## src/rtl/clock_pkg.sv

```systemverilog
// Shared types and constants for the decade clock set-mode controller.
// Field limits, the power-on date and the month-length helper live here.
package clock_pkg;

  typedef enum logic [3:0] {
    StInit,
    StRun,
    StSetHour,
    StSetMin,
    StSetSec,
    StSetYear,
    StSetMonth,
    StSetDay,
    StCommit
  } state_e;

  localparam logic [5:0]  SecMax   = 6'd59;
  localparam logic [5:0]  MinMax   = 6'd59;
  localparam logic [4:0]  HourMax  = 5'd23;
  localparam logic [3:0]  MonthMax = 4'd12;
  localparam logic [13:0] YearMax  = 14'd9999;
  localparam logic [3:0]  MonthMin = 4'd1;
  localparam logic [4:0]  DayMin   = 5'd1;

  localparam logic [5:0]  RstSec   = 6'd0;
  localparam logic [5:0]  RstMin   = 6'd0;
  localparam logic [4:0]  RstHour  = 5'd0;
  localparam logic [4:0]  RstDay   = 5'd1;
  localparam logic [3:0]  RstMonth = 4'd1;
  localparam logic [13:0] RstYear  = 14'd2024;

  // Out-of-range months fall back to 31 so a bogus captured month never shrinks the day.
  function automatic logic [4:0] days_in_month(input logic [3:0] month, input logic [13:0] year);
    logic [4:0] dim;
    case (month)
      4'd4, 4'd6, 4'd9, 4'd11: dim = 5'd30;
      4'd2:                    dim = (year[1:0] == 2'b00) ? 5'd29 : 5'd28;
      default:                 dim = 5'd31;
    endcase
    return dim;
  endfunction

  function automatic logic [2:0] field_of(input state_e st);
    logic [2:0] sel;
    case (st)
      StSetHour:  sel = 3'd1;
      StSetMin:   sel = 3'd2;
      StSetSec:   sel = 3'd3;
      StSetYear:  sel = 3'd4;
      StSetMonth: sel = 3'd5;
      StSetDay:   sel = 3'd6;
      default:    sel = 3'd0;
    endcase
    return sel;
  endfunction

endpackage

```

## src/rtl/clock_set_ctrl_if.sv

```systemverilog
// Counter-side bus: live time/date values in, tick enable and parallel load out.
interface clock_set_ctrl_if;

  logic [5:0]  cur_sec;
  logic [5:0]  cur_min;
  logic [4:0]  cur_hour;
  logic [4:0]  cur_day;
  logic [3:0]  cur_month;
  logic [13:0] cur_year;

  logic        tick_en;
  logic        load;
  logic [5:0]  ld_sec;
  logic [5:0]  ld_min;
  logic [4:0]  ld_hour;
  logic [4:0]  ld_day;
  logic [3:0]  ld_month;
  logic [13:0] ld_year;

  modport master (
    input  cur_sec, cur_min, cur_hour, cur_day, cur_month, cur_year,
    output tick_en, load, ld_sec, ld_min, ld_hour, ld_day, ld_month, ld_year
  );

  modport slave (
    output cur_sec, cur_min, cur_hour, cur_day, cur_month, cur_year,
    input  tick_en, load, ld_sec, ld_min, ld_hour, ld_day, ld_month, ld_year
  );

endinterface

```

## src/rtl/btn_edge_sync.sv

```systemverilog
// Two-flop synchronizer followed by a registered rising-edge detector.
// Produces exactly one clk-wide pulse per press; holding the button never repeats.
module btn_edge_sync (
  input  logic clk,
  input  logic rst_n,
  input  logic btn,
  output logic pulse
);

  logic [1:0] sync_q;
  logic       prev_q;

  always_ff @(posedge clk or negedge rst_n) begin
    if (!rst_n) begin
      sync_q <= 2'b00;
      prev_q <= 1'b0;
      pulse  <= 1'b0;
    end else begin
      sync_q <= {sync_q[0], btn};
      prev_q <= sync_q[1];
      pulse  <= sync_q[1] & ~prev_q;
    end
  end

endmodule

```

## src/rtl/clock_set_ctrl.sv

```systemverilog
// Set-mode sequencer for the time/date counter: 1 Hz tick prescaler, two-button field
// editor over shadow registers, and a one-cycle parallel load on commit and after reset.
module clock_set_ctrl
  import clock_pkg::*;
#(
  parameter int unsigned TICK_DIV   = 50_000_000,
  parameter int unsigned BLINK_HALF = 12_500_000
) (
  input  logic                    clk,
  input  logic                    rst_n,
  input  logic                    mode,
  input  logic                    inc,
  clock_set_ctrl_if.master        cnt,
  output logic [2:0]              field_sel,
  output logic                    blink
);

  localparam int unsigned PreW = (TICK_DIV > 1) ? $clog2(TICK_DIV) : 1;
  localparam int unsigned BlkW = (BLINK_HALF > 1) ? $clog2(BLINK_HALF) : 1;
  localparam logic [PreW-1:0] PreLast = PreW'(TICK_DIV - 1);
  localparam logic [BlkW-1:0] BlkLast = BlkW'(BLINK_HALF - 1);

  logic mode_ev;
  logic inc_ev;

  btn_edge_sync u_mode_sync (
    .clk   (clk),
    .rst_n (rst_n),
    .btn   (mode),
    .pulse (mode_ev)
  );

  btn_edge_sync u_inc_sync (
    .clk   (clk),
    .rst_n (rst_n),
    .btn   (inc),
    .pulse (inc_ev)
  );

  state_e          state_q, state_d;
  logic [PreW-1:0] presc_q;
  logic [BlkW-1:0] bcnt_q;
  logic            tick_en_q, load_q;
  logic [5:0]      ld_sec_q, ld_min_q;
  logic [4:0]      ld_hour_q, ld_day_q;
  logic [3:0]      ld_month_q;
  logic [13:0]     ld_year_q;
  logic [4:0]      dim;
  logic            presc_wrap;

  assign dim        = days_in_month(ld_month_q, ld_year_q);
  assign presc_wrap = (presc_q == PreLast);

  always_comb begin
    state_d = state_q;
    case (state_q)
      StInit:     state_d = StRun;
      StRun:      if (mode_ev) state_d = StSetHour;
      StSetHour:  if (mode_ev) state_d = StSetMin;
      StSetMin:   if (mode_ev) state_d = StSetSec;
      StSetSec:   if (mode_ev) state_d = StSetYear;
      StSetYear:  if (mode_ev) state_d = StSetMonth;
      StSetMonth: if (mode_ev) state_d = StSetDay;
      StSetDay:   if (mode_ev) state_d = StCommit;
      StCommit:   state_d = StRun;
      default:    state_d = StInit;
    endcase
  end

  always_ff @(posedge clk or negedge rst_n) begin
    if (!rst_n) begin
      state_q    <= StInit;
      presc_q    <= '0;
      bcnt_q     <= '0;
      tick_en_q  <= 1'b0;
      load_q     <= 1'b0;
      field_sel  <= 3'd0;
      blink      <= 1'b0;
      ld_sec_q   <= RstSec;
      ld_min_q   <= RstMin;
      ld_hour_q  <= RstHour;
      ld_day_q   <= RstDay;
      ld_month_q <= RstMonth;
      ld_year_q  <= RstYear;
    end else begin
      state_q   <= state_d;
      field_sel <= field_of(state_d);
      tick_en_q <= 1'b0;
      load_q    <= (state_q == StInit) || (state_d == StCommit);

      case (state_q)
        StInit: begin
          presc_q    <= '0;
          ld_sec_q   <= RstSec;
          ld_min_q   <= RstMin;
          ld_hour_q  <= RstHour;
          ld_day_q   <= RstDay;
          ld_month_q <= RstMonth;
          ld_year_q  <= RstYear;
        end
        StRun: begin
          if (mode_ev) begin
            presc_q    <= '0;
            ld_sec_q   <= cnt.cur_sec;
            ld_min_q   <= cnt.cur_min;
            ld_hour_q  <= cnt.cur_hour;
            ld_day_q   <= cnt.cur_day;
            ld_month_q <= cnt.cur_month;
            ld_year_q  <= cnt.cur_year;
          end else begin
            presc_q   <= presc_wrap ? '0 : presc_q + PreW'(1);
            tick_en_q <= presc_wrap;
          end
        end
        // The commit cycle is the prescaler's first count so the next tick lands TICK_DIV after load.
        StCommit: begin
          presc_q   <= presc_wrap ? '0 : presc_q + PreW'(1);
          tick_en_q <= presc_wrap;
        end
        StSetHour: begin
          presc_q <= '0;
          if (!mode_ev && inc_ev) ld_hour_q <= (ld_hour_q >= HourMax) ? 5'd0 : ld_hour_q + 5'd1;
        end
        StSetMin: begin
          presc_q <= '0;
          if (!mode_ev && inc_ev) ld_min_q <= (ld_min_q >= MinMax) ? 6'd0 : ld_min_q + 6'd1;
        end
        StSetSec: begin
          presc_q <= '0;
          if (!mode_ev && inc_ev) ld_sec_q <= (ld_sec_q >= SecMax) ? 6'd0 : ld_sec_q + 6'd1;
        end
        StSetYear: begin
          presc_q <= '0;
          if (!mode_ev && inc_ev) ld_year_q <= (ld_year_q >= YearMax) ? 14'd0 : ld_year_q + 14'd1;
        end
        StSetMonth: begin
          presc_q <= '0;
          if (mode_ev) begin
            if (ld_day_q > dim) ld_day_q <= dim;
          end else if (inc_ev) begin
            ld_month_q <= (ld_month_q >= MonthMax) ? MonthMin : ld_month_q + 4'd1;
          end
        end
        StSetDay: begin
          presc_q <= '0;
          if (!mode_ev && inc_ev) ld_day_q <= (ld_day_q >= dim) ? DayMin : ld_day_q + 5'd1;
        end
        default: presc_q <= '0;
      endcase

      if (field_of(state_d) == 3'd0 || state_d != state_q) begin
        blink  <= 1'b0;
        bcnt_q <= '0;
      end else if (bcnt_q == BlkLast) begin
        blink  <= ~blink;
        bcnt_q <= '0;
      end else begin
        bcnt_q <= bcnt_q + BlkW'(1);
      end
    end
  end

  assign cnt.tick_en  = tick_en_q;
  assign cnt.load     = load_q;
  assign cnt.ld_sec   = ld_sec_q;
  assign cnt.ld_min   = ld_min_q;
  assign cnt.ld_hour  = ld_hour_q;
  assign cnt.ld_day   = ld_day_q;
  assign cnt.ld_month = ld_month_q;
  assign cnt.ld_year  = ld_year_q;

endmodule

```

## src/flat_wrapper.sv

```systemverilog
// flat-port wrapper written by rule: the top's interface ports become plain ports
module clock_set_ctrl_flat import clock_pkg::*;
#(
  parameter int unsigned TICK_DIV   = 50_000_000,
  parameter int unsigned BLINK_HALF = 12_500_000
)
  (clk, rst_n, mode, inc, field_sel, blink, cnt_cur_sec, cnt_cur_min, cnt_cur_hour, cnt_cur_day, cnt_cur_month, cnt_cur_year, cnt_tick_en, cnt_load, cnt_ld_sec, cnt_ld_min, cnt_ld_hour, cnt_ld_day, cnt_ld_month, cnt_ld_year);
  clock_set_ctrl_if cnt_i ();
  input  logic clk;
  input  logic rst_n;
  input  logic mode;
  input  logic inc;
  output logic [2:0] field_sel;
  output logic blink;
  input wire logic [$bits(cnt_i.cur_sec)-1:0] cnt_cur_sec;
  input wire logic [$bits(cnt_i.cur_min)-1:0] cnt_cur_min;
  input wire logic [$bits(cnt_i.cur_hour)-1:0] cnt_cur_hour;
  input wire logic [$bits(cnt_i.cur_day)-1:0] cnt_cur_day;
  input wire logic [$bits(cnt_i.cur_month)-1:0] cnt_cur_month;
  input wire logic [$bits(cnt_i.cur_year)-1:0] cnt_cur_year;
  output wire logic [$bits(cnt_i.tick_en)-1:0] cnt_tick_en;
  output wire logic [$bits(cnt_i.load)-1:0] cnt_load;
  output wire logic [$bits(cnt_i.ld_sec)-1:0] cnt_ld_sec;
  output wire logic [$bits(cnt_i.ld_min)-1:0] cnt_ld_min;
  output wire logic [$bits(cnt_i.ld_hour)-1:0] cnt_ld_hour;
  output wire logic [$bits(cnt_i.ld_day)-1:0] cnt_ld_day;
  output wire logic [$bits(cnt_i.ld_month)-1:0] cnt_ld_month;
  output wire logic [$bits(cnt_i.ld_year)-1:0] cnt_ld_year;
  assign cnt_i.cur_sec = cnt_cur_sec;
  assign cnt_i.cur_min = cnt_cur_min;
  assign cnt_i.cur_hour = cnt_cur_hour;
  assign cnt_i.cur_day = cnt_cur_day;
  assign cnt_i.cur_month = cnt_cur_month;
  assign cnt_i.cur_year = cnt_cur_year;
  assign cnt_tick_en = cnt_i.tick_en;
  assign cnt_load = cnt_i.load;
  assign cnt_ld_sec = cnt_i.ld_sec;
  assign cnt_ld_min = cnt_i.ld_min;
  assign cnt_ld_hour = cnt_i.ld_hour;
  assign cnt_ld_day = cnt_i.ld_day;
  assign cnt_ld_month = cnt_i.ld_month;
  assign cnt_ld_year = cnt_i.ld_year;
  clock_set_ctrl #(.TICK_DIV(TICK_DIV), .BLINK_HALF(BLINK_HALF)) u_core (.clk(clk), .rst_n(rst_n), .mode(mode), .inc(inc), .cnt(cnt_i), .field_sel(field_sel), .blink(blink));
endmodule
```

## config.mk

```make
export PLATFORM = sky130hd
export DESIGN_NAME = clock_set_ctrl_flat
export DESIGN_NICKNAME = d
export VERILOG_FILES = /design/src/rtl/clock_pkg.sv /design/src/rtl/clock_set_ctrl_if.sv /design/src/rtl/btn_edge_sync.sv /design/src/rtl/clock_set_ctrl.sv /design/src/flat_wrapper.sv
export SDC_FILE = /design/constraint.sdc
export NUM_CORES = 1
export LEC_CHECK = 0
export CAP_MARGIN = 25
export CORE_MARGIN = 1
export CORE_UTILIZATION = 51
export DETAILED_ROUTE_END_ITERATION = 8
export GPL_ROUTABILITY_DRIVEN = 0
export PLACE_DENSITY_LB_ADDON = 0.12
export SYNTH_ARGS = -nofsm -noshare
export SYNTH_HDL_FRONTEND = slang
export SYNTH_SLANG_ARGS = --single-unit
```

## constraint.sdc

```tcl
create_clock -name clk -period 3.2 [get_ports clk]
set_clock_uncertainty 0.1 [all_clocks]
set_input_delay 0.32 -clock clk [delete_from_list [all_inputs] [get_ports clk]]
set_output_delay 0.32 -clock clk [all_outputs]
set_load 0.05 [all_outputs]
```

==> metrics.cfg <==
[route]
drt_wl_total_mm=14.0
via_per_inst=5.85
detail-route-antenna-nets=0
drc=0
dr.pass1.iters=5
vias=5162
wire_per_inst_um=15.8
drt_iter0_drc=354

[yosys]
yosysTopAreaCellShare_pct=41.3
synth_cell_types=64
synth_edf_count=0
synth_nets=709
synth_area_sq_um=6000
synthCells=651
synth-seq-area-share_pct=45.2
netlist_top_cells_area=dfrtp_1 41%, nor2_1 5.4%, xor2_1 5.0%
synth_seq_cells=108
avgSynthCellArea_sq_um=9.22
synth_flop_cell=dfrtp_1
ys_async_sr_fraction_pct=100
synth_top_cell_by_area=dfrtp_1
yosysWarningCount=0

[clock_network]
cts_tree=done
cts_buffers=9
htree_levels=3
clk_pin_slew_ns=0.07
cts.path.max_buffers=2
postCtsSetupBuffers=0
insertion_delay_ns=0.36
clkSinkCount=108
cts_root_buf=clkbuf_16

[pwr]
p_leak_nw=3.03
ir_drop_mv=0.522
powerDensity_nw_per_um2=861

[critical_path]
max_stage_delay_ns=0.59
start_kind=flop
cp_max_fo=8
crit_required_ns=3.33
crit_top_cell=a21oi_1
arrival_ns=2.98
cp_slowest_cell=dfstp_2
endpoint_kind=flop
path_cells=inv_1, ha_1, o21ai_0, a21oi_1, a21oi_1, ha_1, nand2_1, o2111ai_1, a22o_1, a2111oi_1, a21oi_1
worstSetupPathType=reg2reg
rrSetupSlack_ns=0.35

[min_path]
min_path_type=reg2reg

[timing]
fin_crit_sh_pct=89.2
finalCriticalPeriod_ns=2.85
rsz0062_at_grt=no
fmax_mhz=350
tightest_slew_ns=0.932
fin_tns_setup_ns=0
final_max_slew_viol_count=0
hold_ws_ns=0.256
finalHoldViolCount=0
finalSetupViolations=0
slew_headroom_pct=37.4

[cells_and_area]
area_growth_pct=22.2
finalNetCount=792
diodes=0
drive_gt1_share_pct=6.77
fin_area_sq_um=7340
nFillCells=961
seq_area_sq_um=2710
multi_input_area_sq_um=3070

[floorplan]
dieArea_sq_um=12200
die_height_um=111
dieWidth_um=111
ios=90
fp-row-count=39
initial_utilization_pct=52.4
core_area_sq_um=11500

[placed_design]
placed_area_sq_um=7020
hpwl_mm=9.65
port_buffers=89

[grt]
antenna_found_initial=0
overflow=0
grt_pass1_wl_mm=24.1
grtUsageTotal_pct=24.1
grt_pass1_vias=5090
grt_max_degree=58

[run_status]
status=completed

[job]
max-cap-violations=0

==> final timing paths <==
check	start	endpoint	depth (start not counted)
worst max-delay path	u_core.cnt.ld_month[0]	u_core.cnt.ld_day[4]	11
worst min-delay path	u_core.u_inc_sync.sync_q[0]	u_core.u_inc_sync.sync_q[1]	0
max in group asynchronous	rst_n	u_core.bcnt_q[6]	3
min in group asynchronous	rst_n	u_core.cnt.ld_year[2]	2
worst max register to register	u_core.cnt.ld_month[0]	u_core.cnt.ld_day[4]	11
worst min register to register	u_core.u_inc_sync.sync_q[0]	u_core.u_inc_sync.sync_q[1]	0
==> registers in the layout (all words and copies together), names as in the netlist, 2 cells and up <==
signal and flops:
u_core.cnt.ld_day 5, u_core.u_inc_sync.sync_q 2, u_core.cnt.ld_month 4, u_core.field_sel 3, u_core.cnt.ld_min 6, u_core.cnt.ld_hour 5, u_core.cnt.ld_sec 6, u_core.cnt.ld_year 14
u_core.presc_q 26, u_core.state_q 4, u_core.bcnt_q 24, u_core.u_mode_sync.sync_q 2
==> synthesized netlist by cell type, types with 3 or more instances <==
| master | count |
|---|---|
| a21o_1 | 4 |
| a21oi_1 | 42 |
| a221oi_1 | 7 |
| a22o_1 | 3 |
| a22oi_1 | 3 |
| a31oi_1 | 8 |
| a32o_1 | 3 |
| and3_1 | 13 |
| and4_1 | 5 |
| buf_2 | 13 |
| buf_6 | 3 |
| clkbuf_1 | 7 |
| dfrtp_1 | 99 |
| dfstp_2 | 9 |
| ha_1 | 14 |
| inv_1 | 29 |
| nand2_1 | 49 |
| nand2b_1 | 8 |
| nand3_1 | 41 |
| nand4_1 | 23 |
| nor2_1 | 87 |
| nor2b_1 | 14 |
| nor3_1 | 14 |
| nor3b_1 | 4 |
| nor4_1 | 4 |
| nor4b_1 | 3 |
| o2111ai_1 | 3 |
| o21a_1 | 3 |
| o21ai_0 | 35 |
| o21ai_2 | 3 |
| o22a_1 | 4 |
| xnor2_1 | 16 |
| xor2_1 | 34 |
==> logic make-up (layout without fill, tap and decap cells) <==
| family | Yosys count | count (layout) | synth area share [%] |
|---|---|---|---|
| and+or+nand+nor | 284 | 284 | 24.5 |
| AOI/OAI and AO/OA | 140 | 140 | 15.7 |
| DFF | 108 | 108 | 45.2 |
| buffers and inverters | 52 | 140 | 3.90 |
| xor gates and xnor gates | 50 | 50 | 7.29 |
| adders and majority gates | 14 | 14 | 2.92 |
| muxes | 3 | 3 | 0.521 |
==> cell usage in the layout (no fill, tap or decap), types with 4 or more instances in the layout <==
cell type / netlist / routed
nor2b_1: 14 / 14
nand2b_1: 8 / 8
nand4_1: 23 / 23
xnor2_1: 16 / 16
xor2_1: 34 / 34
nor4_1: 4 / 4
buf_4: 0 / 4
clkbuf_16: 0 / 9
and3_1: 13 / 13
and4_1: 5 / 5
nor2_1: 87 / 87
dfstp_2: 9 / 9
a21o_1: 4 / 4
o21ai_0: 35 / 35
nand2_1: 49 / 49
nand3_1: 41 / 41
a21oi_1: 42 / 42
inv_1: 29 / 29
dfrtp_1: 99 / 99
nor3b_1: 4 / 4
ha_1: 14 / 14
a31oi_1: 8 / 8
a221oi_1: 7 / 7
o22a_1: 4 / 4
clkdlybuf4s50_1: 0 / 88
nor3_1: 14 / 14
==> layout make-up <==
cell class	instances	share of cell area (%)
well taps	143	2.44
inverters	29	1.48
flip-flops and latches	108	37.0
clock inverters	6	0.938
multi-input cells	491	41.8
repair buffers	95	13.1
clock buffers	10	3.26
==> per-stage QoR <==
stage / util, % / instances / power, W / worst slack [ns]
2_1_floorplan: - / 651 / 0.00423 / 0.449
3_3_place_gp: 61.2 / 865 / 0.00507 / 0.523
3_5_place_dp: 61.2 / 865 / 0.00517 / 0.349
4_1_cts: 64.0 / 882 / 0.00634 / 0.324
5_1_grt: 64.0 / 882 / 0.00670 / 0.0413
6_report: 64.0 / 882 / 0.00632 / 0.346
==> worst max-delay path: cells and delay by family, from the launching register on <==
kind | cells | cell delay [ns]
simple gates | 1 | 0.07
flops | 1 | 0.59
buf+inv | 1 | 0.08
fa+ha+maj | 2 | 0.49
compound gates | 7 | 1.39
==> metal layers <==
metal  part of all wire (%)  vias up  wire, um  global-route usage (%)
li1                       -     2496         -                       -
met1                     44     2479      6170                    31.3
met2                     48      158      6710                    38.9
met3                    4.6       29       646                    3.90
met4                    3.1        0       440                    12.4
met5                      0        -         0                       0
==> report_power, final <==
part / switching, W / internal (W) / total, W
clock: 0.000524 / 0.000634 / 0.00116
combinational: 0.00193 / 0.00109 / 0.00302
sequential: 0.000464 / 0.00167 / 0.00214
total: 0.00292 / 0.00340 / 0.00632
==> repair_timing <==
| action | 4_1_cts | 5_1_grt |
|---|---|---|
| setup endpoints to repair | 0 | 1 |
| hold endpoints to repair | 47 | 0 |
| hold buffers | 1 | 0 |
| gates resized for setup | 0 | 1 |
Note: power is estimated with default switching activity, not from simulation.
